===== config.mk =====
export PLATFORM = sky130hd
export DESIGN_NAME = rf_wport_arbiter
export DESIGN_NICKNAME = d
export VERILOG_FILES = /design/src/rtl/rf_arb_pkg.sv /design/src/rtl/rf_arb_skid.sv /design/src/rtl/rf_wport_arbiter.sv
export SDC_FILE = /design/constraint.sdc
export NUM_CORES = 1
export LEC_CHECK = 0
export BUFFER_PORTS_ARGS = -buffer_cell sky130_fd_sc_hd__buf_2
export CAP_MARGIN = 20
export CORE_MARGIN = 5
export CORE_UTILIZATION = 49
export CTS_CLUSTER_DIAMETER = 40
export DETAILED_ROUTE_END_ITERATION = 6
export HOLD_SLACK_MARGIN = 0.15
export PLACE_DENSITY = 0.9
export SYNTH_ARGS = -nofsm -noshare
export SYNTH_HDL_FRONTEND = slang
export SYNTH_HIERARCHICAL = 1
export SYNTH_SLANG_ARGS = --single-unit
export TNS_END_PERCENT = 5

===== constraint.sdc =====
create_clock -name clk -period 2.2 [get_ports clk]
set_input_delay 0.55 -clock clk [delete_from_list [all_inputs] [get_ports clk]]
set_output_delay 0.55 -clock clk [all_outputs]
set_load 0.05 [all_outputs]

===== src/rtl/rf_arb_pkg.sv =====
// Shared types and widths for the register-file write-port arbiter.
package rf_arb_pkg;
    localparam int RF_ALL_W = 38;
    localparam int RF_AW    = 5;
    localparam int RF_DW    = 32;
    localparam int RF_PCW   = 32;

    typedef enum logic [1:0] {
        EMPTY = 2'd0,
        PEND  = 2'd1,
        FORCE = 2'd2
    } arb_state_e;

    typedef struct packed {
        logic [RF_PCW-1:0] pc;
        logic [RF_AW-1:0]  waddr;
        logic [RF_DW-1:0]  wdata;
    } rf_entry_t;
endpackage


===== src/rtl/rf_arb_skid.sv =====
// One-entry holding buffer for long-latency results awaiting the write port.
module rf_arb_skid
    import rf_arb_pkg::*;
(
    input  logic      clk,
    input  logic      resetn,
    input  logic      push_valid,
    output logic      push_ready,
    input  rf_entry_t push_entry,
    input  logic      drain,
    output logic      full,
    output rf_entry_t entry
);
    // Handshake: an entry transfers on push_valid & push_ready; the producer
    // holds push_entry stable while push_valid is high and ready is low.
    // Ready is low while full, so a draining entry cannot be replaced that cycle.
    assign push_ready = resetn & ~full;

    always_ff @(posedge clk) begin
        if (!resetn) begin
            full  <= 1'b0;
            entry <= '0;
        end else if (push_valid && push_ready) begin
            full  <= 1'b1;
            entry <= push_entry;
        end else if (drain) begin
            full  <= 1'b0;
        end
    end
endmodule


===== src/rtl/rf_wport_arbiter.sv =====
// Shares the register-file write port between WB and the long-latency unit.
// Optional feature macro: RF_ARB_R0_FILTER_EN (suppresses writes to r0).
module rf_wport_arbiter
    import rf_arb_pkg::*;
#(
    parameter int unsigned STARVE_MAX = 4
) (
    input  logic                clk,
    input  logic                resetn,
    input  logic                wb_req_valid,
    input  logic [RF_PCW-1:0]   wb_req_pc,
    input  logic [RF_ALL_W-1:0] wb_req_rf_all,
    output logic                wb_hold,
    input  logic                ll_valid,
    output logic                ll_ready,
    input  logic [RF_PCW-1:0]   ll_pc,
    input  logic [RF_AW-1:0]    ll_waddr,
    input  logic [RF_DW-1:0]    ll_wdata,
    output logic                rf_we,
    output logic [RF_AW-1:0]    rf_waddr,
    output logic [RF_DW-1:0]    rf_wdata,
    output logic [RF_ALL_W-1:0] rf_all,
    output logic [RF_PCW-1:0]   debug_wb_pc,
    output logic [3:0]          debug_wb_rf_we,
    output logic [RF_AW-1:0]    debug_wb_rf_wnum,
    output logic [RF_DW-1:0]    debug_wb_rf_wdata,
    output arb_state_e          debug_arb_state
);
    localparam logic [3:0] STARVE_MAX_C = 4'(STARVE_MAX);

    arb_state_e state_q, state_d;
    logic [3:0] cnt_q, cnt_d;
    logic       grant_wb, grant_buf, hold_c;
    logic       wb_write, ll_fire, buf_full, commit;
    rf_entry_t  wb_entry, buf_entry, sel_entry;

    assign wb_write = wb_req_valid & wb_req_rf_all[RF_ALL_W-1];
    assign wb_entry = {wb_req_pc, wb_req_rf_all[RF_ALL_W-2:0]};
    assign ll_fire  = ll_valid & ll_ready;

    rf_arb_skid u_skid (
        .clk        (clk),
        .resetn     (resetn),
        .push_valid (ll_valid),
        .push_ready (ll_ready),
        .push_entry ({ll_pc, ll_waddr, ll_wdata}),
        .drain      (grant_buf),
        .full       (buf_full),
        .entry      (buf_entry)
    );

    always_ff @(posedge clk) begin
        if (!resetn) begin
            state_q <= EMPTY;
            cnt_q   <= '0;
        end else begin
            state_q <= state_d;
            cnt_q   <= cnt_d;
        end
    end

    // A non-writing WB entry never blocks the buffer; it retires alongside the drain.
    always_comb begin
        state_d   = state_q;
        cnt_d     = cnt_q;
        grant_wb  = 1'b0;
        grant_buf = 1'b0;
        hold_c    = 1'b0;
        case (state_q)
            EMPTY: begin
                grant_wb = wb_write;
                if (ll_fire) state_d = PEND;
            end
            PEND: begin
                if (wb_write) begin
                    grant_wb = 1'b1;
                    cnt_d    = cnt_q + 4'd1;
                    if (cnt_q + 4'd1 == STARVE_MAX_C) state_d = FORCE;
                end else begin
                    grant_buf = 1'b1;
                    cnt_d     = '0;
                    state_d   = EMPTY;
                end
            end
            FORCE: begin
                grant_buf = 1'b1;
                hold_c    = wb_req_valid;
                cnt_d     = '0;
                state_d   = EMPTY;
            end
            default: begin
                state_d = EMPTY;
                cnt_d   = '0;
            end
        endcase
    end

    assign wb_hold   = resetn & hold_c;
    assign sel_entry = grant_buf ? buf_entry : wb_entry;

`ifdef RF_ARB_R0_FILTER_EN
    assign commit = (grant_wb | grant_buf) & (sel_entry.waddr != '0);
`else
    assign commit = grant_wb | grant_buf;
`endif

    // Address/data/pc keep their last value when nothing commits.
    always_ff @(posedge clk) begin
        if (!resetn) begin
            rf_we       <= 1'b0;
            rf_waddr    <= '0;
            rf_wdata    <= '0;
            debug_wb_pc <= '0;
        end else begin
            rf_we <= commit;
            if (commit) begin
                rf_waddr    <= sel_entry.waddr;
                rf_wdata    <= sel_entry.wdata;
                debug_wb_pc <= sel_entry.pc;
            end
        end
    end

    assign rf_all            = {rf_we, rf_waddr, rf_wdata};
    assign debug_wb_rf_we    = {4{rf_we}};
    assign debug_wb_rf_wnum  = rf_waddr;
    assign debug_wb_rf_wdata = rf_wdata;
    assign debug_arb_state   = state_q;
endmodule


==> summary.md <==
| Metric | Value |
|---|---|
| Hold_ws | 0.385 ns |
| CP Depth | 4 |
| R2R cell count | 7 |
| DR vias/cell | 4.95 |
| Status | completed |
| Slew HR | 49.3% |
| Top cell type's share of synthesized area | 40.5% |
| CP bufs+invs | 2 |
| Worst hold path type | in2reg |
| Crit path kind | reg2out |
| Yosys warns | 6 |
| CP max stage cell | dfxtp_1 |
| Final wirelength | 16.6 mm |
| Post-synth top cells | 213 x nand2_1, 146 x dfxtp_1, 138 x mux2i_1 |
| Area Growth Syn to Fin | 19.2% |
| Startpoint types | register |
| Setup bufs post-CTS | 0 |
| Post-synth EDFFs | 0 |
| Largest net degree at the start of global routing | 82 |
| Max clock buf depth | 2 |
| Port Buffers | 295 |
| P_leak | 5.32 nW |
| First-pass DRT Iterations | 5 |
| Clock sink count | 146 |
| Tot Pwr | 8.02 mW |
| Top cells by area, synth | dfxtp_1 41%, mux2i_1 19%, nand2_1 11% |
| Full die area | 17300 um2 |
| Clk_lat worst skew | 0.41 ns |
| Async set-reset flop share out of synthesis | 0% |
| Worst slew pin tran | 0.760 ns |
| Mapped Cells | 746 |
| Setup TNS | 0 ns |
| Fmax | 492 MHz |
| Critical-path cell list | inv_1 -> ha_1 -> and3_1 -> buf_2 |
| GRT Total Usage | 18.4% |
| Vias | 5600 |
| Initial antenna violation count | 1 |
| Nets@finish | 1082 |
| Row Count | 44 |
| WP data required | 1.65 ns |
| Filler cell count | 1229 |
| Num CTS Buffers | 17 |
| Final setup fails | 0 |
| Post-CTS Resized | 0 |
| Share of layout cells above drive strength 1 | 35.9% |
| Library cells used by synthesis | 32 |
| Core ar. | 14500 um2 |
| IO Pins | 296 |
| WL/cell | 14.6 um |
| Number of DRC violations after detailed-routing iteration 0 | 197 |
| Endpoints failing hold | 0 |
| Hold-fix buffers at CTS | 0 |
| Reg clk slew, reported paths | 0.06 ns |
| Nets in the synthesized netlist | 894 |
| Antenna viol nets, final | 0 |
| Crit path DAT | 1.48 ns |
| Slew Limit Fails | 0 |
| CTS tree | done |
| Number of global-route vias before repair | 5468 |
| Cell taking the most area after synthesis | dfxtp_1 |
| GRT overflow | 0 |
| Count leader, synth | nand2_1 |
| Largest delay share family, worst path | buffers and inverters |
| Syn_area_per_cell | 9.67 um2 |
| # DRC | 0 |
| Max VDD drop | 0.000505 V |
| Worst Hold Path Cells | 3 |
| PwrDens | 933 nW/um2 |
| Main synth FF type | dfxtp_1 |
| GPL Wtd Cong | 0.745 |
| Final instance area | 8600 um2 |
| Post-Place Cell Area | 7990 um2 |
| Die Wd | 131 um |
| Max incr delay on CP | 0.33 ns |
| Final worst-path cycle share | 92.4% |
| Max cap viols | 0 |
| RSZ-0062 raised after global routing | no |
| Dpl hpwl | 11.9 mm |
| Starting Density | 49.8% |
| Critical path peak fanout | 4 |
| Clk_skew | 0.00451 ns |
| Cell Area, Synth | 7210 um2 |
| H-tree levels | 4 |
| #FFs+latches synth | 146 |
| Seq/Total Area, Yosys | 40.5% |
| Tmin final | 2.03 ns |
| First-pass GRT wire length | 26.5 mm |
| CP Capture Type | output pin |
| Die Ht | 131 um |
| Root Driver | clkbuf_16 |
## path summary, 6_finish.rpt
check	startpoint	to	slack, ns
setup / recovery	debug_arb_state[0]	wb_hold	0.17
hold / removal	ll_pc[1]	u_skid/entry[38]	0.39
setup reg to reg	debug_arb_state[0]	debug_wb_pc[12]	0.37
hold reg to reg	u_skid/entry[26]	u_skid/entry[26]	0.46
## tightest hold or removal path, stage by stage
cell,delay (ns)
buf_2,0.10
nand2_1,0.04
mux2i_1,0.05
## layout by cell type (no fill, tap or decap), types with 2 or more instances in the layout
cell,count
o21ai_1,3
nand3_1,2
a21boi_1,4
clkinv_4,2
mux2i_1,138
a21oi_1,5
o211a_1,69
nand2_1,213
dfxtp_1,146
bufinv_16,2
buf_12,6
clkinv_2,2
nor2b_1,6
buf_2,294
inv_1,2
nor2_1,2
clkbuf_16,17
buf_4,4
clkbuf_1,3
clkbuf_8,5
ha_1,5
## state kept, by name, summed over array words and instances, names as in the netlist
register and cells:
u_skid/entry 69, debug_wb_pc 32, debug_wb_rf_wdata 32, debug_wb_rf_wnum 5, cnt_q 4, debug_arb_state 2
rf_we 1, u_skid/full 1
## layer usage
| layer | track usage [%] | part of all wire (%) | up-vias |
|---|---|---|---|
| li1 | - | - | 2815 |
| met1 | 19.8 | 40 | 2568 |
| met2 | 32.9 | 51 | 189 |
| met3 | 6.80 | 7.4 | 28 |
| met4 | 6.46 | 2.0 | 0 |
| met5 | 0 | 0 | - |
## power by group
group,internal (mW),switching (mW),total (mW)
sequential,2.87,0.142,3.01
clock,1.83,1.05,2.88
combinational,0.638,1.50,2.13
## layout make-up
class | count | area (um2) | share of cell area (%)
Timing Repair Buffer | 305 | 1630 | 19.0
Clock buffer | 25 | 505 | 5.88
Multi-Input combinational cell | 461 | 3200 | 37.2
Clock inverter | 7 | 96.3 | 1.12
Inverter | 3 | 11.3 | 0.131
Tap cell | 184 | 230 | 2.68
Antenna cell | 1 | 2.50 | 0.0291
Sequential cell | 146 | 2920 | 34.0
## cell families (layout without fill, tap and decap cells)
logic type / count (synthesis) / count (layout) / share of synthesized area (%)
muxes: 138 / 138 / 19.1
buffers and inverters: 139 / 340 / 15.5
AOI/OAI and AO/OA: 87 / 87 / 11.3
DFF: 146 / 146 / 40.5
and+or+nand+nor: 231 / 231 / 12.6
adders and majority gates: 5 / 5 / 0.867
other: 0 / 1 / 0
## through the flow
step | setup WS (ns) | std cells | util (%)
2_1_floorplan | 0.0883 | 746 | -
3_3_place_gp | 0.442 | 1099 | 55.2
3_5_place_dp | 0.379 | 1099 | 55.2
4_1_cts | 0.138 | 1131 | 59.4
5_1_grt | 0.0711 | 1132 | 59.4
6_report | 0.168 | 1132 | 59.4
(Power assumes the default switching activity.)
